### src/rtl/ovl_pkg.sv
`default_nettype none
// ============================================================================
// Package     : ovl_pkg
// Description : Shared types and helpers for the time-overlay renderer.
//               Provides the FSM state encoding, special glyph codes and the
//               mapping from glyph slot to character-ROM glyph index.
// Revision    : 1.0 - initial release
// ============================================================================
package ovl_pkg;

  typedef enum logic [2:0] {
    IDLE  = 3'd0,
    FETCH = 3'd1,
    LATCH = 3'd2,
    DRAW  = 3'd3,
    DONE  = 3'd4
  } state_t;

  localparam logic [3:0] GLYPH_COLON = 4'd10;
  localparam logic [3:0] GLYPH_BLANK = 4'd11;
  localparam int         NUM_GLYPHS  = 8;

  // Slot order is h1,h0,:,m1,m0,:,s1,s0; an out-of-range BCD digit shows blank.
  function automatic logic [3:0] glyph_of(input logic [23:0] time_bcd,
                                          input logic [2:0]  g);
    logic [3:0] nib;
    logic       is_colon;
    is_colon = 1'b0;
    case (g)
      3'd0:    nib = time_bcd[23:20];
      3'd1:    nib = time_bcd[19:16];
      3'd3:    nib = time_bcd[15:12];
      3'd4:    nib = time_bcd[11:8];
      3'd6:    nib = time_bcd[7:4];
      3'd7:    nib = time_bcd[3:0];
      default: begin
        nib      = GLYPH_COLON;
        is_colon = 1'b1;
      end
    endcase
    if (!is_colon && (nib > 4'd9)) begin
      nib = GLYPH_BLANK;
    end
    return nib;
  endfunction

endpackage : ovl_pkg
`default_nettype wire

### src/rtl/ovl_addr_gen.sv
`default_nettype none
// ============================================================================
// Module      : ovl_addr_gen
// Description : Running frame-buffer address generator for the overlay.
//               Tracks the top-left of the current glyph and the start of the
//               current glyph row by accumulation, and steps the pixel address
//               by one per column slot. The pixel register drives IM_A.
// Revision    : 1.0 - initial release
// ============================================================================
module ovl_addr_gen #(
  parameter int FB_W     = 256,
  parameter int ORIGIN_X = 8,
  parameter int ORIGIN_Y = 8,
  parameter int CHAR_W   = 13
) (
  input  logic        clk,
  input  logic        reset,
  input  logic        i_load,
  input  logic [19:0] i_base,
  input  logic        i_col_first,
  input  logic        i_col_step,
  input  logic        i_row_step,
  input  logic        i_glyph_step,
  output logic [19:0] o_pix_addr
);

  localparam logic [19:0] c_ORIGIN_OFS = 20'(ORIGIN_Y * FB_W + ORIGIN_X);
  localparam logic [19:0] c_ROW_STEP   = 20'(FB_W);
  localparam logic [19:0] c_GLYPH_STEP = 20'(CHAR_W);

  logic [19:0] r_glyph_top;
  logic [19:0] r_line;
  logic [19:0] r_pix;

  // Glyph-origin and row-start accumulators; a new glyph restarts at its top row
  always_ff @(posedge clk or negedge reset) begin
    if (!reset) begin
      r_glyph_top <= '0;
      r_line      <= '0;
    end else if (i_load) begin
      r_glyph_top <= i_base + c_ORIGIN_OFS;
      r_line      <= i_base + c_ORIGIN_OFS;
    end else if (i_glyph_step) begin
      r_glyph_top <= r_glyph_top + c_GLYPH_STEP;
      r_line      <= r_glyph_top + c_GLYPH_STEP;
    end else if (i_row_step) begin
      r_line      <= r_line + c_ROW_STEP;
    end
  end

  // Pixel address: column 0 starts at the row start, later columns step by one
  always_ff @(posedge clk or negedge reset) begin
    if (!reset) begin
      r_pix <= '0;
    end else if (i_col_first) begin
      r_pix <= r_line;
    end else if (i_col_step) begin
      r_pix <= r_pix + 20'd1;
    end
  end

  assign o_pix_addr = r_pix;

endmodule : ovl_addr_gen
`default_nettype wire

### src/rtl/time_overlay_render.sv
`default_nettype none
// ============================================================================
// Module      : time_overlay_render
// Description : Renders hh:mm:ss (8 glyphs) from the character ROM into the
//               frame buffer with fixed, data-independent timing of 15 cycles
//               per glyph row. Set ROM bits are written in FG_COLOR; clear bits
//               skip the write so the background shows through.
// Revision    : 1.0 - initial release
// ============================================================================
module time_overlay_render
  import ovl_pkg::*;
#(
  parameter int          FB_W     = 256,
  parameter int          ORIGIN_X = 8,
  parameter int          ORIGIN_Y = 8,
  parameter int          CHAR_W   = 13,
  parameter int          CHAR_H   = 24,
  parameter logic [23:0] FG_COLOR = 24'hFFFFFF
) (
  input  logic              clk,
  input  logic              reset,
  input  logic              start,
  input  logic [23:0]       time_bcd,
  input  logic [19:0]       fb_base,
  output logic [8:0]        CR_A,
  input  logic [CHAR_W-1:0] CR_Q,
  output logic [19:0]       IM_A,
  output logic [23:0]       IM_D,
  output logic              IM_WEN,
  output logic              busy,
  output logic              done
);

  state_t            r_state;
  state_t            w_next_state;
  logic [23:0]       r_time;
  logic [19:0]       r_base_unused_guard;
  logic [2:0]        r_g;
  logic [4:0]        r_row;
  logic [3:0]        r_col;
  logic [CHAR_W-1:0] r_shreg;

  logic              w_accept;
  logic              w_last_col;
  logic              w_last_row;
  logic              w_last_glyph;
  logic              w_col_step;
  logic              w_row_step;
  logic              w_glyph_step;
  logic [8:0]        w_fetch_cra;

  assign w_accept     = (r_state == IDLE) && start;
  assign w_last_col   = (r_col == 4'(CHAR_W - 1));
  assign w_last_row   = (r_row == 5'(CHAR_H - 1));
  assign w_last_glyph = (r_g == 3'(NUM_GLYPHS - 1));
  assign w_col_step   = (r_state == DRAW) && !w_last_col;
  assign w_row_step   = (r_state == DRAW) && w_last_col && !w_last_row;
  assign w_glyph_step = (r_state == DRAW) && w_last_col && w_last_row && !w_last_glyph;

  // ROM address for the next fetch: first glyph row, next row, or next glyph
  assign w_fetch_cra = w_accept   ? {glyph_of(time_bcd, 3'd0), 5'd0} :
                       w_row_step ? {glyph_of(r_time, r_g), r_row + 5'd1} :
                                    {glyph_of(r_time, r_g + 3'd1), 5'd0};

  // State register
  always_ff @(posedge clk or negedge reset) begin
    if (!reset) begin
      r_state <= IDLE;
    end else begin
      r_state <= w_next_state;
    end
  end

  // Next-state logic: one row is FETCH, LATCH, then CHAR_W DRAW slots
  always_comb begin
    w_next_state = r_state;
    case (r_state)
      IDLE:    if (start) w_next_state = FETCH;
      FETCH:   w_next_state = LATCH;
      LATCH:   w_next_state = DRAW;
      DRAW: begin
        if (w_last_col) begin
          w_next_state = (w_last_row && w_last_glyph) ? DONE : FETCH;
        end
      end
      DONE:    w_next_state = IDLE;
      default: w_next_state = IDLE;
    endcase
  end

  // Status outputs decoded from state; busy is already low in the DONE cycle
  always_comb begin
    busy = 1'b0;
    done = 1'b0;
    case (r_state)
      FETCH, LATCH, DRAW: busy = 1'b1;
      DONE:               done = 1'b1;
      default:            ;
    endcase
  end

  // Request capture, glyph/row/column counters and the row shift register
  always_ff @(posedge clk or negedge reset) begin
    if (!reset) begin
      r_time              <= '0;
      r_base_unused_guard <= '0;
      r_g                 <= '0;
      r_row               <= '0;
      r_col               <= '0;
      r_shreg             <= '0;
    end else begin
      if (w_accept) begin
        r_time <= time_bcd;
        r_g    <= '0;
        r_row  <= '0;
      end
      if (w_row_step) begin
        r_row <= r_row + 5'd1;
      end
      if (w_glyph_step) begin
        r_g   <= r_g + 3'd1;
        r_row <= '0;
      end
      if (r_state == LATCH) begin
        r_shreg <= CR_Q;
        r_col   <= '0;
      end else if (w_col_step) begin
        r_shreg <= r_shreg << 1;
        r_col   <= r_col + 4'd1;
      end
    end
  end

  // ROM address register, updated only when entering FETCH
  always_ff @(posedge clk or negedge reset) begin
    if (!reset) begin
      CR_A <= '0;
    end else if (w_accept || w_row_step || w_glyph_step) begin
      CR_A <= w_fetch_cra;
    end
  end

  // Write strobe/data for the slot being entered; MSB of the row is leftmost
  always_ff @(posedge clk or negedge reset) begin
    if (!reset) begin
      IM_WEN <= 1'b1;
      IM_D   <= '0;
    end else if (r_state == LATCH) begin
      IM_WEN <= ~CR_Q[CHAR_W-1];
      IM_D   <= FG_COLOR;
    end else if (w_col_step) begin
      IM_WEN <= ~r_shreg[CHAR_W-2];
    end else begin
      IM_WEN <= 1'b1;
    end
  end

  ovl_addr_gen #(
    .FB_W     (FB_W),
    .ORIGIN_X (ORIGIN_X),
    .ORIGIN_Y (ORIGIN_Y),
    .CHAR_W   (CHAR_W)
  ) u_addr_gen (
    .clk          (clk),
    .reset        (reset),
    .i_load       (w_accept),
    .i_base       (fb_base),
    .i_col_first  (r_state == LATCH),
    .i_col_step   (w_col_step),
    .i_row_step   (w_row_step),
    .i_glyph_step (w_glyph_step),
    .o_pix_addr   (IM_A)
  );

endmodule : time_overlay_render
`default_nettype wire
### config.mk
export PLATFORM = sky130hd
export DESIGN_NAME = time_overlay_render
export DESIGN_NICKNAME = d
export VERILOG_FILES = /design/src/rtl/ovl_pkg.sv /design/src/rtl/ovl_addr_gen.sv /design/src/rtl/time_overlay_render.sv
export SDC_FILE = /design/constraint.sdc
export NUM_CORES = 1
export LEC_CHECK = 0
export ABC_AREA = 1
export BUFFER_PORTS_ARGS = -buffer_cell sky130_fd_sc_hd__buf_2
export CORE_ASPECT_RATIO = 0.75
export CORE_MARGIN = 5
export CORE_UTILIZATION = 30
export CTS_CLUSTER_DIAMETER = 80
export DETAILED_ROUTE_END_ITERATION = 10
export GPL_TIMING_DRIVEN = 1
export SLEW_MARGIN = 20
export SYNTH_ARGS = -nofsm -noshare
export SYNTH_HDL_FRONTEND = slang
export SYNTH_SLANG_ARGS = --single-unit
### constraint.sdc
create_clock -name clk -period 4.7 [get_ports clk]
set_input_delay 0.235 -clock clk [delete_from_list [all_inputs] [get_ports clk]]
set_output_delay 0.235 -clock clk [all_outputs]
set_load 0.005 [all_outputs]
==> impl_metrics.json <==
{
  "syn_area_per_cell_um2": 7.099,
  "layout.nets": 1238,
  "hp-class": "in2reg",
  "synth-async-reset-ratio_pct": 100.0,
  "grt_pass1_wl_um": 36690,
  "crit-reg2reg-capture": "u_addr_gen.o_pix_addr[19]",
  "clkTransAtPathRegs_ns": 0.06,
  "max_freq_mhz": 333.6,
  "drive_gt1_share_pct": 15.11,
  "path_common_cell": "nor2_1",
  "maxCapViolCount": 0,
  "worstHoldStart": "time_bcd[11]",
  "worst_pin_slew_ns": 0.9748,
  "diodes": 0,
  "root_buffer": "clkbuf_16",
  "critPathKind": "reg2reg",
  "fin_hold_ws_ns": 0.01350,
  "clk_latency_ns": 0.42,
  "crit_arrival_ns": 3.34,
  "synth_cells": 1082,
  "cts_setup_buffers": 0,
  "cts_tree": "done",
  "initial_core_util_pct": 30.62,
  "hold_path_depth": 3,
  "numCtsBuffers": 17,
  "crit_chain": "inv_1 > ha_1 > nand2_1 > nor2_1 > nor2_1 > buf_4 > nor2_1 > inv_1 > o22ai_1 > o21bai_1",
  "cellPowerDensity_nw_per_um2": 277.4,
  "finalPower_mw": 2.498,
  "synth_seq_cells": 122,
  "yosysWarnings": 0,
  "yosys.cell_types.count": 43,
  "routed_wl_um": 22330,
  "grt_remaining_overflow": 0,
  "seq_area_frac_synth_pct": 39.76,
  "cts_buffer_depth": 2,
  "drt-wirelength-per-cell_um": 14.73,
  "syn-num-nets": 1155,
  "relSlewSlack_pct": 34.77,
  "fp.dieH_um": 148.6,
  "rr_worst_depth": 10,
  "num_vias": 7231,
  "drtIter0Drc": 649,
  "slowest_stage": "nor2_1",
  "cts_htree_levels": 4,
  "num_rows": 50,
  "die_x_um": 194.8,
  "synth_edf_count": 0,
  "crit_required_ns": 5.04,
  "io_pins": 116,
  "setup_viol": 0,
  "synthFlopType": "dfrtp_1",
  "startpoint_type": "flop",
  "worstReg2RegStart": "r_col[0]",
  "viasPerCell": 4.770,
  "hold_end": "r_time[11]",
  "finClkSkew_ns": 0.01010,
  "grt_max_degree": 71,
  "final_cell_mix": "nand2_1 (351), inv_1 (124), dfrtp_1 (121), buf_2 (114), nand3_1 (89)",
  "crit_path_end_kind": "flop",
  "core_area_um2": 25090,
  "layout_worst_path_cycle_share_pct": 63.78,
  "min_period_ns": 2.998,
  "rsz0062_at_grt": "false",
  "final_common_cell": "nand2_1",
  "final_hold_viol_count": 0,
  "numPortBuffers": 115,
  "clock_sinks": 122,
  "area_delta_synth_final_pct": 17.23,
  "die-area_um2": 28940,
  "gp_congestion": 0.9253,
  "finalMaxSlewViolations": 0,
  "drt_pass1_iterations": 5,
  "antenna_found_initial": 1,
  "cpPeakStageDelay_ns": 0.76,
  "grt_usage_pct": 15.47,
  "drc": 0,
  "grt_pass1_vias": 7013,
  "ir_worst_vdd_mv": 0.2234,
  "ant_nets": 0,
  "dp_hpwl_um": 16770,
  "crit_path_start": "r_col[0]",
  "power_leakage_nw": 4.579,
  "syn_area_um2": 7681,
  "r2r_setup_slack_ns": 1.70,
  "crit_fanout": 21,
  "setup_tns_ns": 0,
  "status": "completed"
}
==> sequential cells by signal, indices dropped and copies added (netlist names) <==
| register | cells |
|---|---|
| u_addr_gen.o_pix_addr | 20 |
| r_row | 5 |
| u_addr_gen.r_glyph_top | 20 |
| r_state | 3 |
| r_shreg | 12 |
| IM_D | 1 |
| IM_WEN | 1 |
| u_addr_gen.r_line | 20 |
| r_time | 24 |
| CR_A | 9 |
| r_g | 3 |
| r_col | 4 |
==> routing by layer <==
metal | GRT usage, % | up-vias | share of wire [%]
met5 | 0 | - | 0.058
met4 | 3.873 | 2 | 1.3
met3 | 3.736 | 22 | 5.9
met2 | 22.75 | 205 | 43
met1 | 22.85 | 3373 | 50
li1 | - | 3629 | -
==> synth_stat cells, drive strengths merged, types with 9 or more instances <==
cell type	n	area (um^2)
nor2	84	340.3
buf	54	362.9
nand3	92	483.0
clkbuf	9	33.78
a21oi	36	180.2
xor2	24	210.2
o211ai	10	75.07
a31oi	14	87.58
inv	132	495.5
nor3	18	115.1
dfrtp	121	3028
ha	13	162.7
nand2	353	1335
o21ai	64	320.3
o221ai	14	122.6
nand4	14	87.58
==> per-stage QoR <==
stage / std cells / cell area (um^2) / setup slack [ns] / utilization, %
after floorplan: 1082 / 7681 / 2.693 / -
after global placement: 1477 / 8329 / 1.789 / 33.20
after detailed placement: 1477 / 8329 / 1.653 / 33.20
after CTS: 1516 / 9005 / 1.635 / 35.90
after global routing: 1516 / 9005 / 1.336 / 35.90
final: 1516 / 9005 / 1.702 / 35.90
==> cells by family (layout without fill, tap and decap cells) <==
family                     Yosys count  in the layout  synth area share, %
adders and majority gates           13             13                2.118
and+or+nand+nor                    569            569                31.44
xor gates and xnor gates            27             27                3.079
AOI/OAI and AO/OA                  156            156                11.99
buffers and inverters              195            291                11.61
DFF                                122            122                39.76
==> critical path, delay by kind of cell (launching register included) <==
kind | cells | cell delay (ns)
fa+ha+maj | 1 | 0.18
simple gates | 4 | 1.03
buf+inv | 3 | 0.91
flops | 1 | 0.41
compound gates | 2 | 0.40
==> layout make-up <==
cell class	count	area, um^2
Tap cell	338	422.9
Clock buffer	17	425.4
Fill cell	2657	16080
Timing Repair Buffer	127	685.7
Inverter	132	495.5
Sequential cell	122	3054
Multi-Input combinational cell	765	3741
Clock inverter	15	180.2
==> how the worst max path moves through the flow <==
stage	cells after the start	slack, ns	end
global route	10	1.34	u_addr_gen.o_pix_addr[19]
CTS	10	1.63	u_addr_gen.o_pix_addr[19]
finish	10	1.70	u_addr_gen.o_pix_addr[19]
floorplan	17	2.69	CR_A[6]
global placement	10	1.79	u_addr_gen.o_pix_addr[19]
detailed placement	10	1.65	u_addr_gen.o_pix_addr[19]
==> power by group <==
part / switching [mW] / leakage (nW) / internal, mW / total (mW)
registers: 0.00132 / 1.55 / 1.06 / 1.06
clock network: 0.551 / 0.289 / 0.803 / 1.35
logic: 0.0549 / 2.74 / 0.0327 / 0.0877
==> what timing repair did <==
item,in CTS,in global routing
hold buffers,7,0
endpoints found under the hold margin,30,0
resized for setup,0,0
Power figures use the tool's default switching activity.
